--- config.mk ---
export PLATFORM = sky130hd
export DESIGN_NAME = dc_filter_flat
export DESIGN_NICKNAME = d
export VERILOG_FILES = /design/src/rtl/dc_filter_if.sv /design/src/rtl/dc_filter.sv /design/src/flat_wrapper.sv
export SDC_FILE = /design/constraint.sdc
export NUM_CORES = 1
export LEC_CHECK = 0
export CAP_MARGIN = 20
export CORE_ASPECT_RATIO = 0.9
export CORE_MARGIN = 4
export CORE_UTILIZATION = 55
export CTS_CLUSTER_DIAMETER = 120
export DETAILED_ROUTE_END_ITERATION = 7
export PLACE_DENSITY_LB_ADDON = 0.15
export SYNTH_ARGS = -nofsm -noshare
export SYNTH_HDL_FRONTEND = slang
export SYNTH_SLANG_ARGS = --single-unit
export TNS_END_PERCENT = 30
--- constraint.sdc ---
create_clock -name i_clk -period 9.9 [get_ports i_clk]
set_input_delay 2.97 -clock i_clk [delete_from_list [all_inputs] [get_ports i_clk]]
set_output_delay 2.97 -clock i_clk [all_outputs]
set_load 0.005 [all_outputs]
--- src/rtl/dc_filter_if.sv ---
// Valid/busy streaming channel carrying one 24-bit RGB pixel ([7:0]=R, [15:8]=G, [23:16]=B).
// A transfer happens on a rising edge where vld=1 and busy=0.
interface dc_filter_if;
  logic        vld;
  logic [23:0] data;
  logic        busy;

  modport master (output vld, output data, input busy);
  modport slave  (input vld, input data, output busy);
endinterface

--- src/rtl/dc_filter.sv ---
// Streaming 3x3 mean filter: every nine consecutive accepted pixels produce one pixel holding
// the per-channel truncated mean. Input stage and averaging stage are joined by an external loopback.
module dc_filter (
  input  logic        i_clk,
  input  logic        i_rst,
  dc_filter_if.slave  i_rgb,
  dc_filter_if.master o_rgb_inside,
  dc_filter_if.slave  i_rgb_inside,
  dc_filter_if.master o_result
);

  // Exact floor(x/9) for x <= 2295: 3641/32768 overshoots 1/9 by 1/294912, harmless below 32768.
  function automatic logic [7:0] div9(input logic [11:0] x);
    return 8'((24'(x) * 24'd3641) >> 15);
  endfunction

  logic        r_a_valid, w_a_valid;
  logic [23:0] r_a_data,  w_a_data;
  logic [3:0]  r_cnt,     w_cnt;
  logic [11:0] r_sum_r,   w_sum_r;
  logic [11:0] r_sum_g,   w_sum_g;
  logic [11:0] r_sum_b,   w_sum_b;
  logic        r_r_valid, w_r_valid;
  logic [23:0] r_r_data,  w_r_data;

  logic        w_in_xfer, w_a_out_xfer, w_mid_xfer, w_res_xfer;
  logic [11:0] w_add_r, w_add_g, w_add_b;

  // Busy depends only on registered valid bits and downstream busy, never on an incoming vld.
  assign i_rgb.busy        = r_a_valid & o_rgb_inside.busy;
  assign i_rgb_inside.busy = r_r_valid & o_result.busy;

  assign o_rgb_inside.vld  = r_a_valid;
  assign o_rgb_inside.data = r_a_data;
  assign o_result.vld      = r_r_valid;
  assign o_result.data     = r_r_data;

  assign w_in_xfer    = i_rgb.vld & ~i_rgb.busy;
  assign w_a_out_xfer = r_a_valid & ~o_rgb_inside.busy;
  assign w_mid_xfer   = i_rgb_inside.vld & ~i_rgb_inside.busy;
  assign w_res_xfer   = r_r_valid & ~o_result.busy;

  assign w_add_r = r_sum_r + 12'(i_rgb_inside.data[7:0]);
  assign w_add_g = r_sum_g + 12'(i_rgb_inside.data[15:8]);
  assign w_add_b = r_sum_b + 12'(i_rgb_inside.data[23:16]);

  always_comb begin
    w_a_valid = r_a_valid;
    w_a_data  = r_a_data;
    w_cnt     = r_cnt;
    w_sum_r   = r_sum_r;
    w_sum_g   = r_sum_g;
    w_sum_b   = r_sum_b;
    w_r_valid = r_r_valid;
    w_r_data  = r_r_data;

    if (w_in_xfer) begin
      w_a_valid = 1'b1;
      w_a_data  = i_rgb.data;
    end else if (w_a_out_xfer) begin
      w_a_valid = 1'b0;
    end

    if (w_res_xfer) begin
      w_r_valid = 1'b0;
    end

    // A new result on the same edge as an outgoing one keeps r_valid set.
    if (w_mid_xfer) begin
      if (r_cnt == 4'd8) begin
        w_r_valid = 1'b1;
        w_r_data  = {div9(w_add_b), div9(w_add_g), div9(w_add_r)};
        w_sum_r   = '0;
        w_sum_g   = '0;
        w_sum_b   = '0;
        w_cnt     = '0;
      end else begin
        w_sum_r   = w_add_r;
        w_sum_g   = w_add_g;
        w_sum_b   = w_add_b;
        w_cnt     = r_cnt + 4'd1;
      end
    end
  end

  always_ff @(posedge i_clk) begin
    if (i_rst) begin
      r_a_valid <= 1'b0;
      r_a_data  <= '0;
      r_cnt     <= '0;
      r_sum_r   <= '0;
      r_sum_g   <= '0;
      r_sum_b   <= '0;
      r_r_valid <= 1'b0;
      r_r_data  <= '0;
    end else begin
      r_a_valid <= w_a_valid;
      r_a_data  <= w_a_data;
      r_cnt     <= w_cnt;
      r_sum_r   <= w_sum_r;
      r_sum_g   <= w_sum_g;
      r_sum_b   <= w_sum_b;
      r_r_valid <= w_r_valid;
      r_r_data  <= w_r_data;
    end
  end

endmodule

--- src/flat_wrapper.sv ---
// flat-port wrapper written by rule: the top's interface ports become plain ports
module dc_filter_flat 
  (i_clk, i_rst, i_rgb_vld, i_rgb_data, i_rgb_busy, o_rgb_inside_vld, o_rgb_inside_data, o_rgb_inside_busy, i_rgb_inside_vld, i_rgb_inside_data, i_rgb_inside_busy, o_result_vld, o_result_data, o_result_busy);
  dc_filter_if i_rgb_i ();
  dc_filter_if o_rgb_inside_i ();
  dc_filter_if i_rgb_inside_i ();
  dc_filter_if o_result_i ();
  input  logic i_clk;
  input  logic i_rst;
  input wire logic [$bits(i_rgb_i.vld)-1:0] i_rgb_vld;
  input wire logic [$bits(i_rgb_i.data)-1:0] i_rgb_data;
  output wire logic [$bits(i_rgb_i.busy)-1:0] i_rgb_busy;
  output wire logic [$bits(o_rgb_inside_i.vld)-1:0] o_rgb_inside_vld;
  output wire logic [$bits(o_rgb_inside_i.data)-1:0] o_rgb_inside_data;
  input wire logic [$bits(o_rgb_inside_i.busy)-1:0] o_rgb_inside_busy;
  input wire logic [$bits(i_rgb_inside_i.vld)-1:0] i_rgb_inside_vld;
  input wire logic [$bits(i_rgb_inside_i.data)-1:0] i_rgb_inside_data;
  output wire logic [$bits(i_rgb_inside_i.busy)-1:0] i_rgb_inside_busy;
  output wire logic [$bits(o_result_i.vld)-1:0] o_result_vld;
  output wire logic [$bits(o_result_i.data)-1:0] o_result_data;
  input wire logic [$bits(o_result_i.busy)-1:0] o_result_busy;
  assign i_rgb_i.vld = i_rgb_vld;
  assign i_rgb_i.data = i_rgb_data;
  assign i_rgb_busy = i_rgb_i.busy;
  assign o_rgb_inside_vld = o_rgb_inside_i.vld;
  assign o_rgb_inside_data = o_rgb_inside_i.data;
  assign o_rgb_inside_i.busy = o_rgb_inside_busy;
  assign i_rgb_inside_i.vld = i_rgb_inside_vld;
  assign i_rgb_inside_i.data = i_rgb_inside_data;
  assign i_rgb_inside_busy = i_rgb_inside_i.busy;
  assign o_result_vld = o_result_i.vld;
  assign o_result_data = o_result_i.data;
  assign o_result_i.busy = o_result_busy;
  dc_filter u_core (.i_clk(i_clk), .i_rst(i_rst), .i_rgb(i_rgb_i), .o_rgb_inside(o_rgb_inside_i), .i_rgb_inside(i_rgb_inside_i), .o_result(o_result_i));
endmodule
### Word-level counts from Yosys, hierarchy flattened

Cells that the tools add are included.

* output and inout port bits: 52
* bits in registers: 90

* bitwise operators: 10
* eq/ne operators: 1
* mux-type cells: 9
* reduce and logical (&&, ||, !) cells: 2
* $mul: 3
* add/sub/neg operators: 4

Operators by type and width (number)
* $mul A12 B12 Y23 const B: 3
* $add A12 B8 Y12: 3
* $mux W12: 3
* $and A1 B1 Y1: 6
* $mux W1: 5
* $add A4 B1 Y4 const B: 1
* $eq A4 B4 Y1 const B: 1
* $mux W4: 1
* $not A1 Y1: 4
* $reduce_and A2 Y1: 1
* $reduce_bool A2 Y1: 1

### Depth between registers and ports, before layout

* depth in word-level cells: 5
* depth in mapped cells: 27
* mapped depth without buffers: 27

### Least setup slack after synthesis

Ideal clock, no wire load.

* path type: input port to flip-flop
* from: input port i_rgb_inside_data[8]
* to: register u_core.r_r_data[13] (netlist: u_core.o_result.data[13])
* setup time: 129 ps
* setup slack: 1228 ps
* stages on the path: 27
* data arrival time: 8543 ps
* buffers on the path: 0
* cells stage by stage: ha_1 fa_1 a21o_1 a21oi_1 o21bai_1 a21oi_1 a21oi_2 xor2_1 xor2_1 ha_1 ha_1 inv_1 fa_1 inv_1 fa_1 inv_1 fa_1 inv_1 ha_1 a21o_1 a21o_1 a2111oi_0 o21ai_0 a21oi_1 nand2_1 a32oi_1 o21ai_0

* cells in the longest elaborated chain, start to end: 2

RTL lines
* from (decl): line flat_wrapper.sv:17 `input wire logic [$bits(i_rgb_inside_i.data)-1:0] i_rgb_inside_data;`
* $add A12 B8 Y12: line dc_filter.sv:44 `assign w_add_g = r_sum_g + 12'(i_rgb_inside.data[15:8]);`
* $mul A12 B12 Y23: line dc_filter.sv:14 `return 8'((24'(x) * 24'd3641) >> 15);`
* to (signal assigned): line dc_filter.sv:104 `r_r_data <= w_r_data;`
* to (decl): line dc_filter.sv:24 `logic [23:0] r_r_data, w_r_data;`

No other way between the ends.
A chain may end at the register's enable or synchronous reset.

### Worst setup path in the final report

Same ends and word-level chain as after synthesis.

==> run summary <==
LOGIC SYNTHESIS
----------------------------------------------------------------------------------------------------
Count of cell types in the netlist ....................................................           84
Share of async-settable or async-resettable flops after synthesis .....................           0%
Mapped Nets ...........................................................................         1556
Avg Synthesized Cell Area .............................................................    9.00 um^2
Sequential element share of the synthesized area ......................................        16.6%
Combined area of all synthesized cells ................................................   10800 um^2
Total of flip-flops plus latches after synthesis ......................................           90
Synthesized instance count ............................................................         1202
Number of enable-type register cells in the synthesized netlist .......................            0
Count of synthesis-stage warnings from yosys ..........................................            0
Most used flip-flop cell after synthesis ..............................................      dfxtp_1

DIE
----------------------------------------------------------------------------------------------------
Horizontal die dimension ..............................................................       156 um
Die outline area ......................................................................   22000 um^2
Total core area .......................................................................   19300 um^2
Starting Density ......................................................................        56.1%
Chip height ...........................................................................       141 um
Number of core rows ...................................................................           48
I/O pin cnt ...........................................................................          106

STA
----------------------------------------------------------------------------------------------------
Peak clock frequency supported by timing ..............................................      108 MHz
Worst slew margin relative to its limit ...............................................        42.2%
Final period util .....................................................................        93.6%
Measured slew at the worst slew-check pin .............................................     0.866 ns
Minimum clock period ..................................................................      9.26 ns
Clock tree skew after final layout ....................................................    0.0126 ns
Final total negative setup slack ......................................................         0 ns
Number of endpoints with negative hold slack in the final report ......................            0
Unrepaired setup endpoints after global routing .......................................           no
Max-slew violation count ..............................................................            0
# setup viols final ...................................................................            0

SETUP PATH
----------------------------------------------------------------------------------------------------
Number of stages on the worst setup path ..............................................           28
CP Buf/Inv Count ......................................................................            5
Largest delay contributor family on the critical path .................................  adder cells
Highest cell delay on the worst timing path ...........................................      0.54 ns
Worst setup path class ................................................................ input pin to flip-flop
Endpoint required time on the critical path ...........................................     10.11 ns
Critical path capture point type ......................................................    flip-flop
Library cell contributing the largest single delay on the critical path ...............         fa_1
Cells on worst reg2reg path ...........................................................           27
Crit path DAT .........................................................................      9.48 ns
Critical path launch point type .......................................................    input pin
Worst-path maximum fanout .............................................................            5

CTS
----------------------------------------------------------------------------------------------------
Buffer levels on the longest clock path ...............................................            2
Clock-pin slew reported for the worst setup and hold paths after clock tree synthesis .      0.07 ns
CTS Root Buffer Type ..................................................................    clkbuf_16
Hold buffer count at CTS ..............................................................            0
Setup fix buffers added after clock tree synthesis ....................................            0
Resize count post-CTS .................................................................            0
Number of H-tree branching levels .....................................................            3
Num Clock Sinks .......................................................................           90
Clock latency on the worst-skew pair ..................................................      0.37 ns
CTS tree ..............................................................................         done
Number of buffers created by CTS ......................................................            9

DRT
----------------------------------------------------------------------------------------------------
Routed wire length ....................................................................     24300 um
Vias post-DR ..........................................................................         8638
DRC violations left ...................................................................            0
Via density per instance ..............................................................         5.58
Detailed-route wire length per cell ...................................................      15.7 um
Pre-antenna DRT Iters .................................................................            5
DR iter-0 viols .......................................................................          345
Routed Antenna Nets ...................................................................            0

FINISH
----------------------------------------------------------------------------------------------------
Post-Layout Inst Area .................................................................   12400 um^2
Total of fill cells in the finished design ............................................         1629
Total Nets Final ......................................................................         1647
Layout cell share with drive strength beyond 1 ........................................        5.32%
Synth-to-layout area growth ...........................................................        14.8%
Leading cell type in the layout, fill and taps excluded ...............................         ha_1
Antenna fix cells .....................................................................            0
Highest-count cells in the layout ignoring fill and taps .............................. ha_1, inv_1, nand2_1, clkdlybuf4s50_1, dfxtp_1

PLACEMENT
----------------------------------------------------------------------------------------------------
Global placer's final weighted congestion .............................................        0.879
HPWL reported at the end of detailed placement ........................................     19600 um
Quantity of I/O buffers inserted on ports .............................................          105
Cell Area, Placed .....................................................................   12100 um^2

STATUS
----------------------------------------------------------------------------------------------------
Outcome ............................................................................... finished, final reports clean

GLOBAL ROUTE
----------------------------------------------------------------------------------------------------
Grt met1 use ..........................................................................        31.5%
Pin count of the biggest net entering global routing ..................................           77
Met3 track demand over resource .......................................................        3.19%
Total track usage .....................................................................        22.8%
Antenna violations before repair ......................................................            0
Overall overflow remaining after global route .........................................            0
Most Crowded Layer GR .................................................................         met2
First-pass GRT wire length ............................................................     41300 um
Met2 global-route usage ...............................................................        37.7%
Number of global-route vias before repair .............................................         8595

MIN PATH
----------------------------------------------------------------------------------------------------
Count of cells along the worst hold path ..............................................            2
Type of the most critical hold path ................................................... flip-flop to flip-flop

JOB
----------------------------------------------------------------------------------------------------
Max-capacitance violation count .......................................................            0

[worst reg2reg max path, stage by stage, from the launching register on]
cell	delay [ns]
dfxtp_1	0.32
ha_1	0.21
fa_1	0.40
a21o_1	0.19
a21oi_1	0.22
o21bai_1	0.09
a21oi_1	0.30
a21oi_2	0.15
xor2_1	0.42
xor2_1	0.14
ha_1	0.33
ha_1	0.30
inv_1	0.05
fa_1	0.47
inv_1	0.05
fa_1	0.54
inv_1	0.06
fa_1	0.53
inv_1	0.04
ha_1	0.20
a21o_1	0.16
a21o_1	0.16
a2111oi_0	0.37
o21ai_0	0.20
a21oi_1	0.16
nand2_1	0.07
a32oi_1	0.17
o21ai_0	0.10
[registers in the layout, summed over array words and instances (netlist names)]
signal,cells
u_core.o_result.data,24
u_core.o_result.vld,1
u_core.o_rgb_inside.data,24
u_core.o_rgb_inside.vld,1
u_core.r_cnt,4
u_core.r_sum_b,12
u_core.r_sum_g,12
u_core.r_sum_r,12
[path summary, 6_finish.rpt]
check	start	end	slack, ns
min	u_core.o_rgb_inside.data[4]	u_core.o_rgb_inside.data[4]	0.45
min reg2reg	u_core.o_rgb_inside.data[4]	u_core.o_rgb_inside.data[4]	0.45
max	i_rgb_inside_data[8]	u_core.o_result.data[13]	0.64
max reg2reg	u_core.r_sum_g[0]	u_core.o_result.data[13]	3.35
[Yosys cell counts, types with 3 or more instances]
cell type / number / share of area (%)
nand4_1: 9 / 0.52
o21bai_1: 3 / 0.21
and3_1: 6 / 0.35
xor2_1: 35 / 2.8
nand2b_1: 4 / 0.23
a211o_1: 4 / 0.32
a211oi_1: 6 / 0.42
nand3b_1: 10 / 0.69
o21ai_0: 28 / 1.3
a21o_1: 40 / 2.8
inv_2: 3 / 0.10
or4_1: 3 / 0.21
ha_1: 228 / 26
nor3_1: 14 / 0.65
xnor2_1: 44 / 3.6
o21a_1: 7 / 0.49
a31oi_1: 10 / 0.58
a22oi_1: 26 / 1.8
clkbuf_1: 26 / 0.90
nor3b_1: 5 / 0.35
a311oi_1: 4 / 0.32
a21oi_1: 75 / 3.5
nor2_1: 74 / 2.6
and2_1: 5 / 0.29
o31ai_1: 3 / 0.21
mux2i_1: 4 / 0.37
nand2_1: 107 / 3.7
inv_1: 145 / 5.0
nor4b_1: 4 / 0.32
dfxtp_1: 90 / 17
nor2b_1: 5 / 0.29
buf_1: 5 / 0.17
nand4b_1: 3 / 0.24
a21oi_2: 8 / 0.65
fa_1: 72 / 13
nand3_1: 21 / 0.97
[through the flow]
| stage | hold WS (ns) | instances | util (%) | setup slack [ns] |
|---|---|---|---|---|
| 2_1_floorplan | 0.436 | 1202 | - | 1.23 |
| 3_3_place_gp | 0.441 | 1531 | 62.8 | 0.435 |
| 3_5_place_dp | 0.443 | 1531 | 62.8 | 0.295 |
| 4_1_cts | 0.457 | 1547 | 64.4 | 0.635 |
| 5_1_grt | 0.470 | 1548 | 64.5 | 0.230 |
| 6_report | 0.455 | 1548 | 64.5 | 0.638 |
[cell families (layout without fill, tap and decap cells)]
family,after synthesis,in the layout,share of synthesized area [%]
adder cells (fa/ha/maj),301,301,39.8
AND/OR/NAND/NOR,283,283,12.4
AO/OA/AOI/OAI,256,256,16.6
buffers and inverters,181,277,6.30
flip-flops,90,90,16.6
XOR/XNOR,86,86,7.76
multiplexers,5,5,0.509
[layout make-up]
| cell class | count | area [um^2] | share of cell area, % |
|---|---|---|---|
| Multi-Input combinational cell | 931 | 8340 | 67.1 |
| Sequential cell | 90 | 1800 | 14.5 |
| Timing Repair Buffer | 113 | 1110 | 8.93 |
| Inverter | 148 | 556 | 4.47 |
| Tap cell | 250 | 313 | 2.52 |
| Clock buffer | 9 | 225 | 1.81 |
| Clock inverter | 7 | 83.8 | 0.675 |
[layer usage]
metal	up-vias	part of all wire, %
met5	-	0
met4	0	1.5
met3	29	3.0
met2	122	47
met1	4147	48
li1	4340	-
Power is left out: the tool's default activity adds up to more than one toggle a clock period on the data nets, which glitch-free logic cannot reach.
